===== src/rtl/range_pkg.sv =====
// Shared types and defaults for the range-finder sequence driver.
package range_pkg;
  localparam int DEF_WIDTH = 8;
  localparam int DEF_DEPTH = 16;

  typedef enum logic [1:0] {IDLE, FIRST, STREAM, LAST} seq_state_e;
endpackage


===== src/rtl/range_seq_buf.sv =====
// Sample buffer: register file with an append pointer, a sticky drop flag and an async read port.
module range_seq_buf
  import range_pkg::*;
#(
  parameter int WIDTH = DEF_WIDTH,
  parameter int DEPTH = DEF_DEPTH,
  localparam int AW = $clog2(DEPTH)
) (
  input  logic             clock,
  input  logic             reset,
  input  logic             wr_en,
  input  logic [WIDTH-1:0] wr_data,
  input  logic             clear,
  input  logic             lock,
  input  logic [AW-1:0]    rd_addr,
  output logic [WIDTH-1:0] rd_data,
  output logic [AW:0]      count,
  output logic             full,
  output logic             overflow
);
  logic [WIDTH-1:0] mem [DEPTH];
  logic             clear_ok;
  logic             wr_ok;

  // clear and writes are both frozen while a sequence is being replayed
  assign clear_ok = clear && !lock;
  assign wr_ok    = wr_en && !full && !lock && !clear_ok;
  assign rd_data  = mem[rd_addr];

  always_ff @(posedge clock or posedge reset) begin
    if (reset) begin
      count    <= '0;
      full     <= 1'b0;
      overflow <= 1'b0;
    end else if (clear_ok) begin
      count    <= '0;
      full     <= 1'b0;
      overflow <= 1'b0;
    end else if (wr_en) begin
      if (wr_ok) begin
        count <= count + 1'b1;
        full  <= (count == (AW+1)'(DEPTH - 1));
      end else begin
        overflow <= 1'b1;
      end
    end
  end

  always_ff @(posedge clock) begin
    if (wr_ok) mem[count[AW-1:0]] <= wr_data;
  end
endmodule


===== src/rtl/range_seq_driver.sv =====
// Replays the buffered samples as a go/data/finish sequence and reports its max-min range.
module range_seq_driver
  import range_pkg::*;
#(
  parameter int WIDTH = DEF_WIDTH,
  parameter int DEPTH = DEF_DEPTH,
  localparam int AW = $clog2(DEPTH)
) (
  input  logic             clock,
  input  logic             reset,
  input  logic             wr_en,
  input  logic [WIDTH-1:0] wr_data,
  input  logic             clear,
  input  logic             start,
  output logic [WIDTH-1:0] data_out,
  output logic             go,
  output logic             finish,
  output logic             busy,
  output logic             done,
  output logic [AW:0]      count,
  output logic             full,
  output logic             overflow,
  output logic             start_err,
  output logic [WIDTH-1:0] exp_range
);
  seq_state_e       state, state_nx;
  logic [AW:0]      n;
  logic [AW:0]      n_m1;
  logic [AW:0]      idx;
  logic [AW-1:0]    rd_addr;
  logic [WIDTH-1:0] rd_data;
  logic [WIDTH-1:0] mx, mn;
  logic             start_rej;

  function automatic logic [WIDTH-1:0] smax(input logic [WIDTH-1:0] a, input logic [WIDTH-1:0] b);
    return (a > b) ? a : b;
  endfunction

  function automatic logic [WIDTH-1:0] smin(input logic [WIDTH-1:0] a, input logic [WIDTH-1:0] b);
    return (a < b) ? a : b;
  endfunction

  range_seq_buf #(.WIDTH(WIDTH), .DEPTH(DEPTH)) u_buf (
    .clock    (clock),
    .reset    (reset),
    .wr_en    (wr_en),
    .wr_data  (wr_data),
    .clear    (clear),
    .lock     (busy),
    .rd_addr  (rd_addr),
    .rd_data  (rd_data),
    .count    (count),
    .full     (full),
    .overflow (overflow)
  );

  assign n_m1      = n - 1'b1;
  assign start_rej = (state == IDLE) && start && (clear || (count == '0));

  // rd_addr always points at the sample that the next registered cycle will present
  always_comb begin
    state_nx = state;
    rd_addr  = '0;
    case (state)
      IDLE: begin
        if (start && !clear && (count != '0)) state_nx = FIRST;
      end
      FIRST: begin
        if (n > (AW+1)'(2)) begin
          state_nx = STREAM;
          rd_addr  = idx[AW-1:0];
        end else begin
          state_nx = LAST;
          rd_addr  = n_m1[AW-1:0];
        end
      end
      STREAM: begin
        if (idx == n_m1) begin
          state_nx = LAST;
          rd_addr  = n_m1[AW-1:0];
        end else begin
          rd_addr  = idx[AW-1:0];
        end
      end
      LAST: state_nx = IDLE;
      default: state_nx = IDLE;
    endcase
  end

  always_ff @(posedge clock or posedge reset) begin
    if (reset) begin
      state     <= IDLE;
      n         <= '0;
      idx       <= '0;
      mx        <= '0;
      mn        <= '0;
      data_out  <= '0;
      go        <= 1'b0;
      finish    <= 1'b0;
      busy      <= 1'b0;
      done      <= 1'b0;
      start_err <= 1'b0;
      exp_range <= '0;
    end else begin
      state     <= state_nx;
      go        <= 1'b0;
      finish    <= 1'b0;
      done      <= 1'b0;
      start_err <= start_rej;
      if (state == IDLE && state_nx == FIRST) begin
        n        <= count;
        idx      <= (AW+1)'(1);
        go       <= 1'b1;
        busy     <= 1'b1;
        data_out <= rd_data;
        mx       <= rd_data;
        mn       <= rd_data;
      end else if (state_nx == STREAM) begin
        idx      <= idx + 1'b1;
        data_out <= rd_data;
        mx       <= smax(mx, rd_data);
        mn       <= smin(mn, rd_data);
      end else if (state_nx == LAST) begin
        finish   <= 1'b1;
        data_out <= rd_data;
        mx       <= smax(mx, rd_data);
        mn       <= smin(mn, rd_data);
      end else if (state == LAST) begin
        busy      <= 1'b0;
        done      <= 1'b1;
        exp_range <= mx - mn;
      end
    end
  end
endmodule

===== config.mk =====
export PLATFORM = sky130hd
export DESIGN_NAME = range_seq_driver
export DESIGN_NICKNAME = d
export VERILOG_FILES = /design/src/rtl/range_pkg.sv /design/src/rtl/range_seq_buf.sv /design/src/rtl/range_seq_driver.sv
export SDC_FILE = /design/constraint.sdc
export NUM_CORES = 1
export LEC_CHECK = 0
export CAP_MARGIN = 25
export CORE_ASPECT_RATIO = 2
export CORE_MARGIN = 4
export CORE_UTILIZATION = 40
export CTS_CLUSTER_DIAMETER = 150
export DETAILED_ROUTE_END_ITERATION = 8
export PLACE_DENSITY = 0.63
export SLEW_MARGIN = 5
export SYNTH_ARGS = -nofsm -noshare
export SYNTH_HDL_FRONTEND = slang
export SYNTH_SLANG_ARGS = --single-unit

===== constraint.sdc =====
create_clock -name clock -period 5.03 [get_ports clock]
set_input_delay 1.006 -clock clock [delete_from_list [all_inputs] [get_ports clock]]
set_output_delay 1.006 -clock clock [all_outputs]
set_load 0.02 [all_outputs]

# After elaboration in Yosys (flattened, before gate mapping)
# Memory sizes are Yosys's and may differ from the RTL's.
# Index checks and enable logic that the tools add are counted.
[op_classes]
add_sub_neg = 4
n_lt_le_gt_ge = 3
n_eq_ne = 11
mux = 43
bitwise_logic = 3
n_reduce_logical = 26
[op_table]
columns = ["op", "n"]
rows = [
  ["8-bit two-way mux", 11],
  ["5-bit two-way mux", 5],
  ["1-bit two-way mux", 21],
  ["5-bit by 1-bit adder with 5-bit output, second input constant", 2],
  ["1-bit logical AND", 9],
  ["2-bit equality test, second input constant", 4],
  ["8-bit > comparator", 1],
  ["8-bit < comparator", 1],
  ["4-bit two-way mux", 2],
  ["2-bit one-hot mux with 4 select lines", 1],
  ["4-bit one-hot mux with 2 select lines", 1],
  ["2-bit nonzero test", 4],
  ["8-bit subtractor", 1],
  ["5-bit by 4-bit equality test with 1-bit output, second input constant", 1],
  ["5-bit equality test", 1],
  ["5-bit by 2-bit > comparator with 1-bit output, second input constant", 1],
  ["5-bit zero test", 1],
  ["5-bit nonzero test", 1],
  ["5-bit by 1-bit subtractor with 5-bit output, second input constant", 1],
  ["2-bit by 1-bit equality test with 1-bit output, second input constant", 2],
  ["1-bit zero test", 4],
  ["2-bit two-way mux", 2],
  ["2-bit != test, second input constant", 2],
  ["2-bit AND reduction", 2],
  ["7 further kinds", 9],
]
[totals]
ff_bits = 56
mem_bits_rw = 128
inputBits = 13
output_inout_bits = 28
elab_cells = 106
n_memories = 1
[mem_list]
columns = ["memory", "words", "word_bits", "read_ports", "rd_ports_with_merged_regs", "wr", "line", "source"]
rows = [
  ["u_buf.mem", 16, 8, 1, 0, 1, "range_seq_buf.sv:21", "logic [WIDTH-1:0] mem [DEPTH];"],
]

# Depth between registers and ports, before layout
# An unclocked memory read counts as a cell.
[logic_depth]
depth_word = 10
mapped_depth = 21
mapped_depth_nobuf = 19

# By module
# A second synthesis with hierarchy kept.
[hier_totals]
hier_cells = 537
area_unflattened_um2 = 8257.9
[by_module_without_submodules]
columns = ["module", "n_inst", "cells_each", "area_each_um2"]
rows = [
  ["range_seq_buf", 1, 265, 5388.9],
  ["range_seq_driver", 1, 272, 2869.0],
]

# Worst setup path before layout
# Ideal clock, no wire load.
[synth_path]
path_type = "flip-flop to flip-flop"
from = "reg n[0]"
to = "reg mx[0]"
setup_time_ns = 0.125
t_arrival_ns = 4.091
required_time_ns = 4.905
slack_ns = 0.815
path_stages_with_launch = 21
path_buffers = 1
synth_period_minus_slack_ns = 4.215
path_cell_list = "dfrtp_1 > inv_1 > ha_1 > nor4b_2 > and3_1 > a21oi_2 > buf_4 > o21ai_0 > o22ai_1 > a211oi_1 > a21o_1 > inv_1 > ha_1 > nor2b_1 > o21a_1 > o21ai_0 > nand2b_1 > a21oi_1 > o21ai_0 > a31oi_2 > mux2_2"
[synth_via]
elab_chain_cells = 10
[synth_rtl]
columns = ["element", "line", "source"]
rows = [
  ["start, declared", "range_seq_driver.sv:27", "logic [AW:0] n;"],
  ["start signal, assigned", "range_seq_driver.sv:111", "n <= count;"],
  ["5-bit by 1-bit subtractor with 5-bit output", "range_seq_driver.sv:57", "assign n_m1 = n - 1'b1;"],
  ["5-bit equality test", "range_seq_driver.sv:78", "if (idx == n_m1) begin"],
  ["4-bit two-way mux", "range_seq_driver.sv:78", ""],
  ["4-bit one-hot mux with 2 select lines", "range_seq_driver.sv:64", "case (state)"],
  ["memory 16 x 8 bit", "n/a", ""],
  ["8-bit > comparator", "range_seq_driver.sv:36", "return (a > b) ? a : b;"],
  ["8-bit two-way mux", "range_seq_driver.sv:36", ""],
  ["8-bit two-way mux", "range_seq_driver.sv:123", "end else if (state_nx == LAST) begin"],
  ["8-bit two-way mux", "range_seq_driver.sv:118", "end else if (state_nx == STREAM) begin"],
  ["8-bit two-way mux", "range_seq_driver.sv:110", "if (state == IDLE && state_nx == FIRST) begin"],
  ["end signal, assigned", "range_seq_driver.sv:116", "mx <= rd_data;"],
  ["end signal, assigned", "range_seq_driver.sv:121", "mx <= smax(mx, rd_data);"],
  ["end signal, assigned", "range_seq_driver.sv:126", "mx <= smax(mx, rd_data);"],
  ["end, declared", "range_seq_driver.sv:32", "logic [WIDTH-1:0] mx, mn;"],
]
# Several ways; a longest one is shown, not always the timed one. The select of a mux whose other input is x is not followed.
# A chain may end at the register's enable or synchronous reset.

# Worst setup path in the final report
# Same ends and word-level chain as after synthesis.

==> results.json <==
{
  "dpl_cell_area_mm2": 0.00939,
  "cts_buffers": 17,
  "antenna_violations_before_repair": 0,
  "timing.reg2reg.worst_path_depth": 20,
  "synth.cell_area_mm2": 0.00858,
  "final.setup_skew_ps": 12.1,
  "ys_ff_latch": 184,
  "grt_first_pass_wirelength_um": 32600,
  "finalHoldViolCount": 0,
  "synth.yosys.seq_area_share_pct": 61.2,
  "synth_top_cell_area_share_pct": 44.8,
  "clock_tree.buffer_depth": 2,
  "input_output_buffers": 40,
  "remaining_drc_errors": 0,
  "die-height_um": 215,
  "mostFrequentLayoutCells": "edfxtp_1 (128), nand2_1 (80), dfrtp_1 (56), clkdlybuf4s50_1 (40), ha_1 (35)",
  "avgSynthCellArea_um2": 12.8,
  "cts_setup_buffers": 0,
  "ios": 41,
  "clock_tree.root_cell": "clkbuf_16",
  "finalCritPeriodShare_pct": 93.7,
  "route.vias.total": 5627,
  "max_slew_margin_pct": 27.4,
  "initial_core_utilization_pct": 40.8,
  "startpoint_type": "flop",
  "unique_masters_post_synth": 69,
  "max_slew_violations": 0,
  "crit_required_ps": 5350,
  "die-width_um": 112,
  "tightest_slew_ps": 1080,
  "hp-class": "reg2reg",
  "clk_pin_slew_worst_paths_ps": 70,
  "drtIter0Drc": 427,
  "cp_max_fo": 12,
  "grt_setup_unrepaired": "no",
  "post_route_cells_drive_above_1_share_pct": 17.4,
  "post_synth_edffs": 128,
  "drt-wirelength-per-cell_um": 20.6,
  "cts.sink_count": 184,
  "synthTopCellsByArea": "edfxtp_1 (45%), dfrtp_1 (16%), ha_1 (5.1%)",
  "arrival_ps": 5030,
  "drt.antenna.violating_nets": 0,
  "grt_max_degree": 57,
  "final.fill_count": 1872,
  "detailedPlacementHpwl_um": 15700,
  "insertion_delay_ps": 440,
  "finalSetupViolations": 0,
  "synth-async-reset-ratio_pct": 30.4,
  "run_status": "finished clean",
  "drt_wl_total_um": 20800,
  "finalCriticalPeriod_ps": 4710,
  "total_leakage_power_nw": 3.85,
  "drt-pass1-iter-count": 5,
  "via_count_of_the_first_global_routing_pass": 5940,
  "leading_cell_type_in_the_layout_fill_and_taps_excluded": "edfxtp_1",
  "cts_tree": "built",
  "grt_util_all_layers_pct": 17.7,
  "max_cap_viol_count": 0,
  "timing.fmax_ghz": 0.212,
  "worst_ir_drop_vdd_v": 0.000327,
  "avg_vias_per_cell": 5.57,
  "design_power_total_mw": 6.96,
  "grt_remaining_overflow": 0,
  "areaGrowthSynthToFinish_pct": 17.0,
  "htree_levels": 4,
  "power-per-cell-area_mw_per_mm2": 693,
  "core.rowCount": 75,
  "count_of_mapped_cells_out_of_synthesis": 669,
  "nNetsFinal": 777,
  "insertedDiodeCount": 0,
  "design.core.area_mm2": 0.0210,
  "cp-end-kind": "flop",
  "path_class": "reg2reg",
  "final_area_mm2": 0.0100,
  "synth_top_cell_by_area": "edfxtp_1",
  "dieArea_mm2": 0.0240,
  "synth_warnings": 0,
  "totalNegativeSetupSlack_ps": 0,
  "hold_path_depth": 2,
  "postSynth.topFlopCell": "edfxtp_1",
  "syn-num-nets": 718,
  "place_congestion": 0.945
}
## timing repair
action / in CTS / in global routing
hold buffers: 0 / 0
endpoints found under the setup margin: 0 / 15
gates resized for setup: 0 / 8
## critical path, cell delays in order (launching register included)
cell and delay [ps]:
dfrtp_1 430, inv_1 100, ha_1 190, nand2b_1 240
and3_2 260, or2_2 440, mux2i_1 170, mux2_2 270
a211oi_1 280, a21o_1 220, inv_1 100, ha_1 290
nor2b_1 130, o21a_1 160, o21ai_1 180, nand2b_1 80
a21oi_1 130, o21ai_0 160, a31oi_2 220, buf_4 210
mux2_2 340
## logic make-up after synthesis
group / Yosys count / synth area share (%)
AOI/OAI and AO/OA: 150 / 12.4
xor gates and xnor gates: 10 / 1.18
adders and majority gates: 36 / 5.34
buffers and inverters: 61 / 3.18
DFF: 184 / 61.2
muxes: 46 / 6.36
and+or+nand+nor: 182 / 10.4
## per-stage QoR
step / util (%) / hold WS [ps] / worst slack (ps) / cells
6_report: 47.7 / 483 / 315 / 1010
2_1_floorplan: - / 481 / 815 / 669
4_1_cts: 47.6 / 490 / 135 / 1010
3_5_place_dp: 44.7 / 474 / 149 / 978
3_3_place_gp: 44.7 / 467 / 202 / 978
5_1_grt: 47.7 / 508 / 86.8 / 1010
## cell type report
type,count,area (um^2),share of cell area (%)
well taps,269,337,3.35
multi-input cells,424,3080,30.7
clock inverters,15,198,1.97
repair buffers,68,623,6.21
inverters,33,124,1.23
clock buffers,17,425,4.24
flip-flops and latches,184,5250,52.3
## final timing paths
check / from / endpoint / slack [ps]
worst max-delay path: n[0]$_DFFE_PP0P_ / mx[0]$_DFFE_PP0P_ / 320
worst min-delay path: exp_range[3]$_DFFE_PP0P_ / exp_range[3]$_DFFE_PP0P_ / 480
worst max register to register: n[0]$_DFFE_PP0P_ / mx[0]$_DFFE_PP0P_ / 320
worst min register to register: exp_range[3]$_DFFE_PP0P_ / exp_range[3]$_DFFE_PP0P_ / 480
max in group asynchronous: reset / mn[6]$_DFFE_PP0P_ / 3460
min in group asynchronous: reset / idx[0]$_DFFE_PP0P_ / 1090
## state kept, by name, summed over array words and instances, names as in the netlist
signal,cells
u_buf.mem,128
data_out,8
exp_range,8
mn,8
mx,8
idx,5
n,5
u_buf.count,5
state,2
busy,1
done,1
finish,1
go,1
start_err,1
u_buf.full,1
u_buf.overflow,1
## routing by layer
metal  routed length, um  global-route usage, %  up-vias
li1                    -                      -     2617
met1                7090                   17.1     2758
met2               11700                   33.8      183
met3                 710                   3.26       69
met4                1310                   11.1        0
met5                   0                      0        -
## power by group
part	internal, mW	switching [mW]
combinational	1.58	1.92
clock	0.762	0.630
sequential	1.86	0.204
total	4.20	2.76
## Yosys cell counts, drive strengths merged, types with 5 or more instances
cell	count
and3	6
o21ai	36
nand4	9
a31oi	5
o31ai	10
nor2	31
clkbuf	14
inv	33
nor3	14
mux2	44
a21o	11
nand3	11
dfrtp	56
edfxtp	128
buf	14
ha	35
a221o	13
a21oi	32
xor2	7
nand2b	7
nand2	81
o221ai	8
nor2b	8
No activity file was read; power rests on OpenSTA's default activity.
